## src/rtl/multicycle_controller.sv

```systemverilog
// Multicycle RV32I control unit: Moore FSM sequencing the shared-memory datapath,
// with ALU/branch decode, memory wait states, illegal-instruction trap and retire pulse.
module multicycle_controller #(
  parameter int unsigned ALU_CTRL_W      = 4,
  parameter bit          MEM_WAIT_EN     = 1'b1,
  parameter bit          HALT_ON_ILLEGAL = 1'b1
) (
  input  logic                  clk,
  input  logic                  reset,
  input  logic [6:0]            opcode,
  input  logic [2:0]            func3,
  input  logic [6:0]            func7,
  input  logic                  Zero,
  input  logic                  LessS,
  input  logic                  LessU,
  input  logic                  MemReady,
  output logic                  MemReq,
  output logic                  IRWrite,
  output logic                  MemWrite,
  output logic                  AdrSrc,
  output logic                  PCWrite,
  output logic                  RegWrite,
  output logic [1:0]            ResultSrc,
  output logic [1:0]            ALUSrcA,
  output logic [1:0]            ALUSrcB,
  output logic [2:0]            ImmSrc,
  output logic [ALU_CTRL_W-1:0] ALUControl,
  output logic                  Retire,
  output logic                  Illegal
);

  localparam logic [6:0] OP_LOAD   = 7'b0000011;
  localparam logic [6:0] OP_STORE  = 7'b0100011;
  localparam logic [6:0] OP_R      = 7'b0110011;
  localparam logic [6:0] OP_I      = 7'b0010011;
  localparam logic [6:0] OP_BRANCH = 7'b1100011;
  localparam logic [6:0] OP_JAL    = 7'b1101111;
  localparam logic [6:0] OP_JALR   = 7'b1100111;
  localparam logic [6:0] OP_LUI    = 7'b0110111;
  localparam logic [6:0] OP_AUIPC  = 7'b0010111;

  localparam logic [3:0] ALU_ADD = 4'd0, ALU_SUB = 4'd1, ALU_AND = 4'd2, ALU_OR  = 4'd3,
                         ALU_XOR = 4'd4, ALU_SLT = 4'd5, ALU_SLTU = 4'd6, ALU_SLL = 4'd7,
                         ALU_SRL = 4'd8, ALU_SRA = 4'd9;

  typedef enum logic [3:0] {
    S_FETCH, S_DECODE, S_MEMADR, S_MEMREAD, S_MEMWB, S_MEMWRITE, S_EXECR,
    S_EXECI, S_ALUWB, S_BRANCH, S_JALR, S_JAL, S_UPPER, S_ILLEGAL
  } state_t;

  state_t     state, state_next;
  logic       illegal_q;
  logic [3:0] alu_code;
  logic       mem_ready;
  logic       taken;

  assign mem_ready  = MEM_WAIT_EN ? MemReady : 1'b1;
  assign ALUControl = ALU_CTRL_W'(alu_code);
  assign Illegal    = illegal_q;

  // func3 to ALU operation; alt selects SUB/SRA where the instruction allows it
  function automatic logic [3:0] alu_dec(input logic [2:0] f3, input logic alt);
    case (f3)
      3'b000:  return alt ? ALU_SUB : ALU_ADD;
      3'b001:  return ALU_SLL;
      3'b010:  return ALU_SLT;
      3'b011:  return ALU_SLTU;
      3'b100:  return ALU_XOR;
      3'b101:  return alt ? ALU_SRA : ALU_SRL;
      3'b110:  return ALU_OR;
      default: return ALU_AND;
    endcase
  endfunction

  always_comb begin
    case (func3)
      3'b000:  taken = Zero;
      3'b001:  taken = ~Zero;
      3'b100:  taken = LessS;
      3'b101:  taken = ~LessS;
      3'b110:  taken = LessU;
      3'b111:  taken = ~LessU;
      default: taken = 1'b0;
    endcase
  end

  // State register
  always_ff @(posedge clk or negedge reset) begin
    if (!reset) state <= S_FETCH;
    else        state <= state_next;
  end

  // Sticky illegal flag, set on the transition into ILLEGAL
  always_ff @(posedge clk or negedge reset) begin
    if (!reset)                       illegal_q <= 1'b0;
    else if (state_next == S_ILLEGAL) illegal_q <= 1'b1;
  end

  // Next-state logic
  always_comb begin
    state_next = state;
    case (state)
      S_FETCH:    if (mem_ready) state_next = S_DECODE;
      S_DECODE: begin
        case (opcode)
          OP_LOAD, OP_STORE: state_next = S_MEMADR;
          OP_R:      state_next = (func7 == 7'b0000000 || func7 == 7'b0100000) ? S_EXECR : S_ILLEGAL;
          OP_I:      state_next = S_EXECI;
          OP_BRANCH: state_next = (func3 == 3'b010 || func3 == 3'b011) ? S_ILLEGAL : S_BRANCH;
          OP_JAL:    state_next = S_JAL;
          OP_JALR:   state_next = S_JALR;
          OP_LUI, OP_AUIPC: state_next = S_UPPER;
          default:   state_next = S_ILLEGAL;
        endcase
      end
      S_MEMADR:   state_next = (opcode == OP_STORE) ? S_MEMWRITE : S_MEMREAD;
      S_MEMREAD:  if (mem_ready) state_next = S_MEMWB;
      S_MEMWB:    state_next = S_FETCH;
      S_MEMWRITE: if (mem_ready) state_next = S_FETCH;
      S_EXECR, S_EXECI, S_JAL, S_UPPER: state_next = S_ALUWB;
      S_ALUWB, S_BRANCH: state_next = S_FETCH;
      S_JALR:     state_next = S_JAL;
      S_ILLEGAL:  state_next = HALT_ON_ILLEGAL ? S_ILLEGAL : S_FETCH;
      default:    state_next = S_FETCH;
    endcase
  end

  // Output decode
  always_comb begin
    MemReq    = 1'b0;
    IRWrite   = 1'b0;
    MemWrite  = 1'b0;
    AdrSrc    = 1'b0;
    PCWrite   = 1'b0;
    RegWrite  = 1'b0;
    Retire    = 1'b0;
    ResultSrc = 2'b00;
    ALUSrcA   = 2'b00;
    ALUSrcB   = 2'b00;
    ImmSrc    = 3'b000;
    alu_code  = ALU_ADD;
    case (state)
      S_FETCH: begin
        MemReq    = 1'b1;
        ALUSrcB   = 2'b10;
        ResultSrc = 2'b10;
        IRWrite   = mem_ready;
        PCWrite   = mem_ready;
      end
      S_DECODE: begin
        ALUSrcA = 2'b01;
        ALUSrcB = 2'b01;
        ImmSrc  = (opcode == OP_JAL) ? 3'b011 : 3'b010;
      end
      S_MEMADR: begin
        ALUSrcA = 2'b10;
        ALUSrcB = 2'b01;
        ImmSrc  = (opcode == OP_STORE) ? 3'b001 : 3'b000;
      end
      S_MEMREAD: begin
        MemReq = 1'b1;
        AdrSrc = 1'b1;
      end
      S_MEMWB: begin
        ResultSrc = 2'b01;
        RegWrite  = 1'b1;
        Retire    = 1'b1;
      end
      S_MEMWRITE: begin
        MemReq   = 1'b1;
        MemWrite = 1'b1;
        AdrSrc   = 1'b1;
        Retire   = mem_ready;
      end
      S_EXECR: begin
        ALUSrcA  = 2'b10;
        alu_code = alu_dec(func3, func7[5]);
      end
      S_EXECI: begin
        ALUSrcA  = 2'b10;
        ALUSrcB  = 2'b01;
        alu_code = alu_dec(func3, func7[5] && func3 == 3'b101);
      end
      S_ALUWB: begin
        RegWrite = 1'b1;
        Retire   = 1'b1;
      end
      S_BRANCH: begin
        ALUSrcA  = 2'b10;
        alu_code = ALU_SUB;
        PCWrite  = taken;
        Retire   = 1'b1;
      end
      S_JALR: begin
        ALUSrcA = 2'b10;
        ALUSrcB = 2'b01;
      end
      S_JAL: begin
        ALUSrcA = 2'b01;
        ALUSrcB = 2'b10;
        PCWrite = 1'b1;
      end
      S_UPPER: begin
        ALUSrcA = (opcode == OP_LUI) ? 2'b11 : 2'b01;
        ALUSrcB = 2'b01;
        ImmSrc  = 3'b100;
      end
      default: ;
    endcase
  end

endmodule

```

## config.mk

```make
export PLATFORM = sky130hd
export DESIGN_NAME = multicycle_controller
export DESIGN_NICKNAME = d
export VERILOG_FILES = /design/src/rtl/multicycle_controller.sv
export SDC_FILE = /design/constraint.sdc
export NUM_CORES = 1
export LEC_CHECK = 0
export ABC_AREA = 1
export ABC_CLOCK_PERIOD_IN_PS = 1750
export BUFFER_PORTS_ARGS = -buffer_cell sky130_fd_sc_hd__buf_2
export CAP_MARGIN = 20
export CORE_UTILIZATION = 40
export CTS_CLUSTER_DIAMETER = 40
export CTS_CLUSTER_SIZE = 20
export DETAILED_ROUTE_END_ITERATION = 8
export HOLD_SLACK_MARGIN = 0.06
export PLACE_DENSITY = 0.76
export SETUP_SLACK_MARGIN = 0.05
export SLEW_MARGIN = 15
export SYNTH_ARGS = -nofsm -noshare
export SYNTH_HDL_FRONTEND = slang
export SYNTH_SLANG_ARGS = --single-unit
```

## constraint.sdc

```tcl
create_clock -name clk -period 1.75 [get_ports clk]
set_input_delay 0.35 -clock clk [delete_from_list [all_inputs] [get_ports clk]]
set_output_delay 0.35 -clock clk [all_outputs]
set_load 0.005 [all_outputs]
```

Word-level counts from Yosys, hierarchy flattened
Index checks and enable logic that the tools add are counted.
{"block": "word_totals", "regBits": 5, "out_inout_bits": 21, "inputBits": 23}
{"block": "classes", "mux": 30, "bitwise_logic": 3, "reduce_logical": 17, "eq_ne": 31}
{"cell": "one-hot mux 4 bit (7 select lines)", "n": 3}
{"cell": "one-hot mux 4 bit (8 select lines)", "n": 1}
{"cell": "equality test 4 bit (second input constant)", "n": 7}
{"cell": "equality test 7 x 6 -> 1 bit (second input constant)", "n": 4}
{"cell": "equality test 7 bit (second input constant)", "n": 3}
{"cell": "equality test 4 x 3 -> 1 bit (second input constant)", "n": 4}
{"cell": "two-way mux 4 bit", "n": 4}
{"cell": "equality test 7 x 5 -> 1 bit (second input constant)", "n": 2}
{"cell": "equality test 3 bit (second input constant)", "n": 4}
{"cell": "one-hot mux 4 bit (3 select lines)", "n": 1}
{"cell": "OR reduction 2 bit", "n": 6}
{"cell": "two-way mux 1 bit", "n": 11}
{"cell": "OR reduction 5 bit", "n": 2}
{"cell": "one-hot mux 3 bit (3 select lines)", "n": 1}
{"cell": "equality test 4 x 2 -> 1 bit (second input constant)", "n": 2}
{"cell": "one-hot mux 2 bit (2 select lines)", "n": 2}
{"cell": "equality test 7 x 2 -> 1 bit (second input constant)", "n": 1}
{"cell": "zero test 7 bit", "n": 1}
{"cell": "equality test 3 x 2 -> 1 bit (second input constant)", "n": 2}
{"cell": "two-way mux 3 bit", "n": 2}
{"cell": "one-hot mux 1 bit (6 select lines)", "n": 1}
{"cell": "one-hot mux 2 bit (3 select lines)", "n": 1}
{"cell": "OR reduction 3 bit", "n": 2}
{"cell": "equality test 4 x 1 -> 1 bit (second input constant)", "n": 1}
{"cell": "10 further kinds", "n": 13}

Longest topological paths before layout
{"block": "logic_depth", "depth_word": 6, "ltp_mapped": 11, "ltp_nobuf": 11}

Worst setup path after synthesis
No wires, ideal clock.
{"block": "synth_timing", "path_type": "flip-flop to output port", "from": "register state[1]", "to": "output ALUSrcA[1]", "path_slack_ns": 0.287, "required_time_ns": 1.400, "arrival_ns": 1.113, "stages_incl_launch_ff": 6, "path_cell_list": "dfrtp_1 inv_1 nand2_2 nor3_2 nand3_1 o21ai_0"}
{"block": "synth_via", "elab_chain_len": 3}
{"element": "start, declared", "line": "51", "source": "state_t state, state_next;"}
{"element": "start signal, assigned", "line": "90", "source": "else state <= state_next;"}
{"element": "equality test 4 bit (tied with other cells)", "line": "142", "source": "case (state)"}
{"element": "OR reduction 5 bit (no source line) or OR reduction 2 bit (tied branches)"}
{"element": "one-hot mux 2 bit (3 select lines) (*)", "line": "142"}
{"element": "end, declared", "line": "24", "source": "output logic [1:0] ALUSrcA,"}
Every way passes the cells marked *; elsewhere a longest branch is shown, timed or not.

Final worst setup path
{"block": "layout_timing", "from": "register state[1]", "to": "output ALUSrcA[0]"}
The elaborated chain is that of the path after synthesis.

==> metrics <==
I/O pin cnt=44; hpwl dp=2030 um; Lkg Pwr=0.702 nW; critical path peak fanout=6; Flop pwr share=33.9%; crit path cell chain=inv_4 > nand2_4 > nor3_4 > nor2_1 > o21ai_1 > buf_2; vias=1298; Synth Area in Compound Gates=11.3%; Max transition margin=79.2%; Hold WS=438 ps; Clk pwr share=42.0%; RePlAce Congestion=0.948; main combinational cell family by area after synthesis=simple AND/OR/NAND/NOR gates; Yosys reg bits=5; share of cells above drive strength 1=49.1%; Design Area, Final=0.00137 sq mm; DRC=0; Switching Power=0.107 mW; initial antenna violation count=0; GRT Util Overall=26.2%; f_max=0.515 GHz; Int Power=0.235 mW; Yosys top cell area share=14.7%; post-route setup slack=-192 ps; Iteration-0 DRC Markers=42; placed cells=221; pin count of the biggest net entering global routing=9; die area=0.00232 sq mm; FF-to-FF setup slack=-110 ps; post-route ant nets=0; Slew Limit Fails=0; overall die width=48.1 um; placed inst area=0.00109 sq mm; Post-Synthesis Cells=152; core area=0.00198 sq mm; mapped cell area=851 sq um; post-synthesis adder-cell area fraction=0%; worst hold path type=in -> async; clk buf depth=2; Switching Share=31.2%; Critical Path RT=1400 ps; Max VDD drop=0.255 mV; Initial Utilization=42.9%; commonest non-fill, non-tap cell in the layout=buf_2; Simple-Gate Fraction of Synth Area=61.9%; wire per inst=13.3 um; Ant. Diodes=0; non-filler cells, final=243; Unique masters post-synth=24; commonest cells after routing, fill and taps aside=buf_2, nand2_1, nor2_1; first-pass GRT wire length=4270 um; total CTS buffers=3; port bufs=43; PD cells=251 mW/mm^2; status=finished with violations; Combinational Power Share=24.1%; GR Overflow Total=0; fillers=160; failing checks=setup timing; Final min period=1940 ps; Setup Crit Path Kind=reg -> out; Worst-Margin Slew=311 ps; Total Neg Setup Slack=-1050 ps; DRT Pass-1 Iters=6; Final Hold Fails=0; register area share after synthesis=14.7%; syn nets=175; Routed WL=3230 um; clock tree root driver cell=clkbuf_4; CP peak stage delay=480 ps; Worst-path clk slew=50 ps; Setup crit start kind=register; multiplexer share of the synthesized area=0%; slowest stage cell, crit path=dfrtp_2; Max-Cap Viols=0; CTS tree=done; Clock Skew=4.24 ps; YS warnings=0; clock latency on the worst-skew pair=260 ps; RSZ-0062 raised after global routing=true; vias in the first global route=1061; Syn Area/Cell=5.60 sq um; Die Y=48.1 um; row count=16; Worst EP arrival=1590 ps; clock tree sinks=5; Final nets=240; Final Setup Violations=14; fin crit share=111%; largest cells by area after synthesis=dfrtp_1, nand2_1, nor2_1; xor/xnor share of the synthesized area=0%; Area growth, synth to finish=60.4%; Vias per Instance=5.34; Worst Setup End Kind=output port; Synth area leader=dfrtp_1; CTS H-tree depth=1
## worst paths after layout
check / startpoint / end / depth (start not counted)
worst max register to register: state[1]$_DFF_PN0_ / Illegal$_DFFE_PN0N_ / 11
worst min register to register: Illegal$_DFFE_PN0N_ / Illegal$_DFFE_PN0N_ / 2
max in group asynchronous: reset / state[1]$_DFF_PN0_ / 2
min in group clk: Illegal$_DFFE_PN0N_ / Illegal$_DFFE_PN0N_ / 2
worst min-delay path: reset / state[2]$_DFF_PN0_ / 2
worst max-delay path: state[1]$_DFF_PN0_ / ALUSrcA[0] / 6
## cells in the mapped netlist
master and number:
nor3_2 1, nand3_2 2, nand2_1 28, o22ai_1 1, nor3_1 3, a21oi_1 4, dfrtp_1 5, nor2_1 26
nand2_4 1, nand3_1 19, inv_2 8, o21ai_0 6, inv_1 18, buf_2 1, nor4_1 2, nor2_2 7
and2_4 1, nand2_2 6, a211oi_1 1, o211ai_1 2, a41oi_1 1, nor2_4 4, o221ai_1 1, nand4_1 4
## kinds of logic (layout without fill, tap and decap cells)
group,count (synthesis),after routing
flops,5,5
buf+inv,27,91
simple gates,104,104
compound gates,16,16
## layout make-up
| type | count | area [sq um] | share of cell area (%) |
|---|---|---|---|
| timing repair buffer | 61 | 364 | 26.7 |
| inverter | 26 | 108 | 7.88 |
| clock buffer | 4 | 26.3 | 1.92 |
| sequential | 5 | 128 | 9.35 |
| tap | 27 | 33.8 | 2.47 |
| multi-input combinational | 120 | 706 | 51.7 |
## power groups by stage
stage	Clock (mW)	Sequential, mW	Combinational (mW)
final	0.144	0.116	0.0823
after global routing	0.163	0.116	0.0924
after CTS	0.138	0.116	0.0785
after detailed placement	0	0.118	0.0756
after global placement	0	0.118	0.0715
after floorplan	0	0.118	0.0368
## worst max-delay path, delay by kind of cell (launching register included)
kind	cells	cell delay, ps
flip-flops	1	480
AO/OA/AOI/OAI	1	140
AND/OR/NAND/NOR	3	470
buffers and inverters	2	240
## repair_timing
| item | CTS | global route |
|---|---|---|
| hold endpoints to repair | 5 | 0 |
| gates resized for setup | 15 | 17 |
| pin swaps | 5 | 9 |
| buffers inserted | 10 | 7 |
| endpoints found under the setup margin | 15 | 21 |
| hold buffers | 1 | 0 |
| cloned | 0 | 0 |
## per-stage QoR
step / setup slack [ps] / utilization [%] / total power [mW]
2_1_floorplan: 287 / - / 0.155
3_3_place_gp: 68.6 / 55.2 / 0.189
3_5_place_dp: 17.6 / 55.2 / 0.193
4_1_cts: -78.8 / 62.7 / 0.333
5_1_grt: -231 / 68.9 / 0.371
6_report: -192 / 68.9 / 0.342
## state kept, by name (all words and copies together) (netlist names)
name     cells
Illegal      1
state        4
## routing by layer
metal / part of all wire, % / vias to the layer above / GRT usage [%] / wire (um)
met4: 4.2 / 0 / 6.11 / 137
met2: 49 / 80 / 48.6 / 1590
met3: 6.6 / 16 / 4.81 / 214
met5: 0 / - / 0 / 0
li1: - / 626 / - / -
met1: 40 / 576 / 31.0 / 1290
No activity file was read; power rests on OpenSTA's default activity.
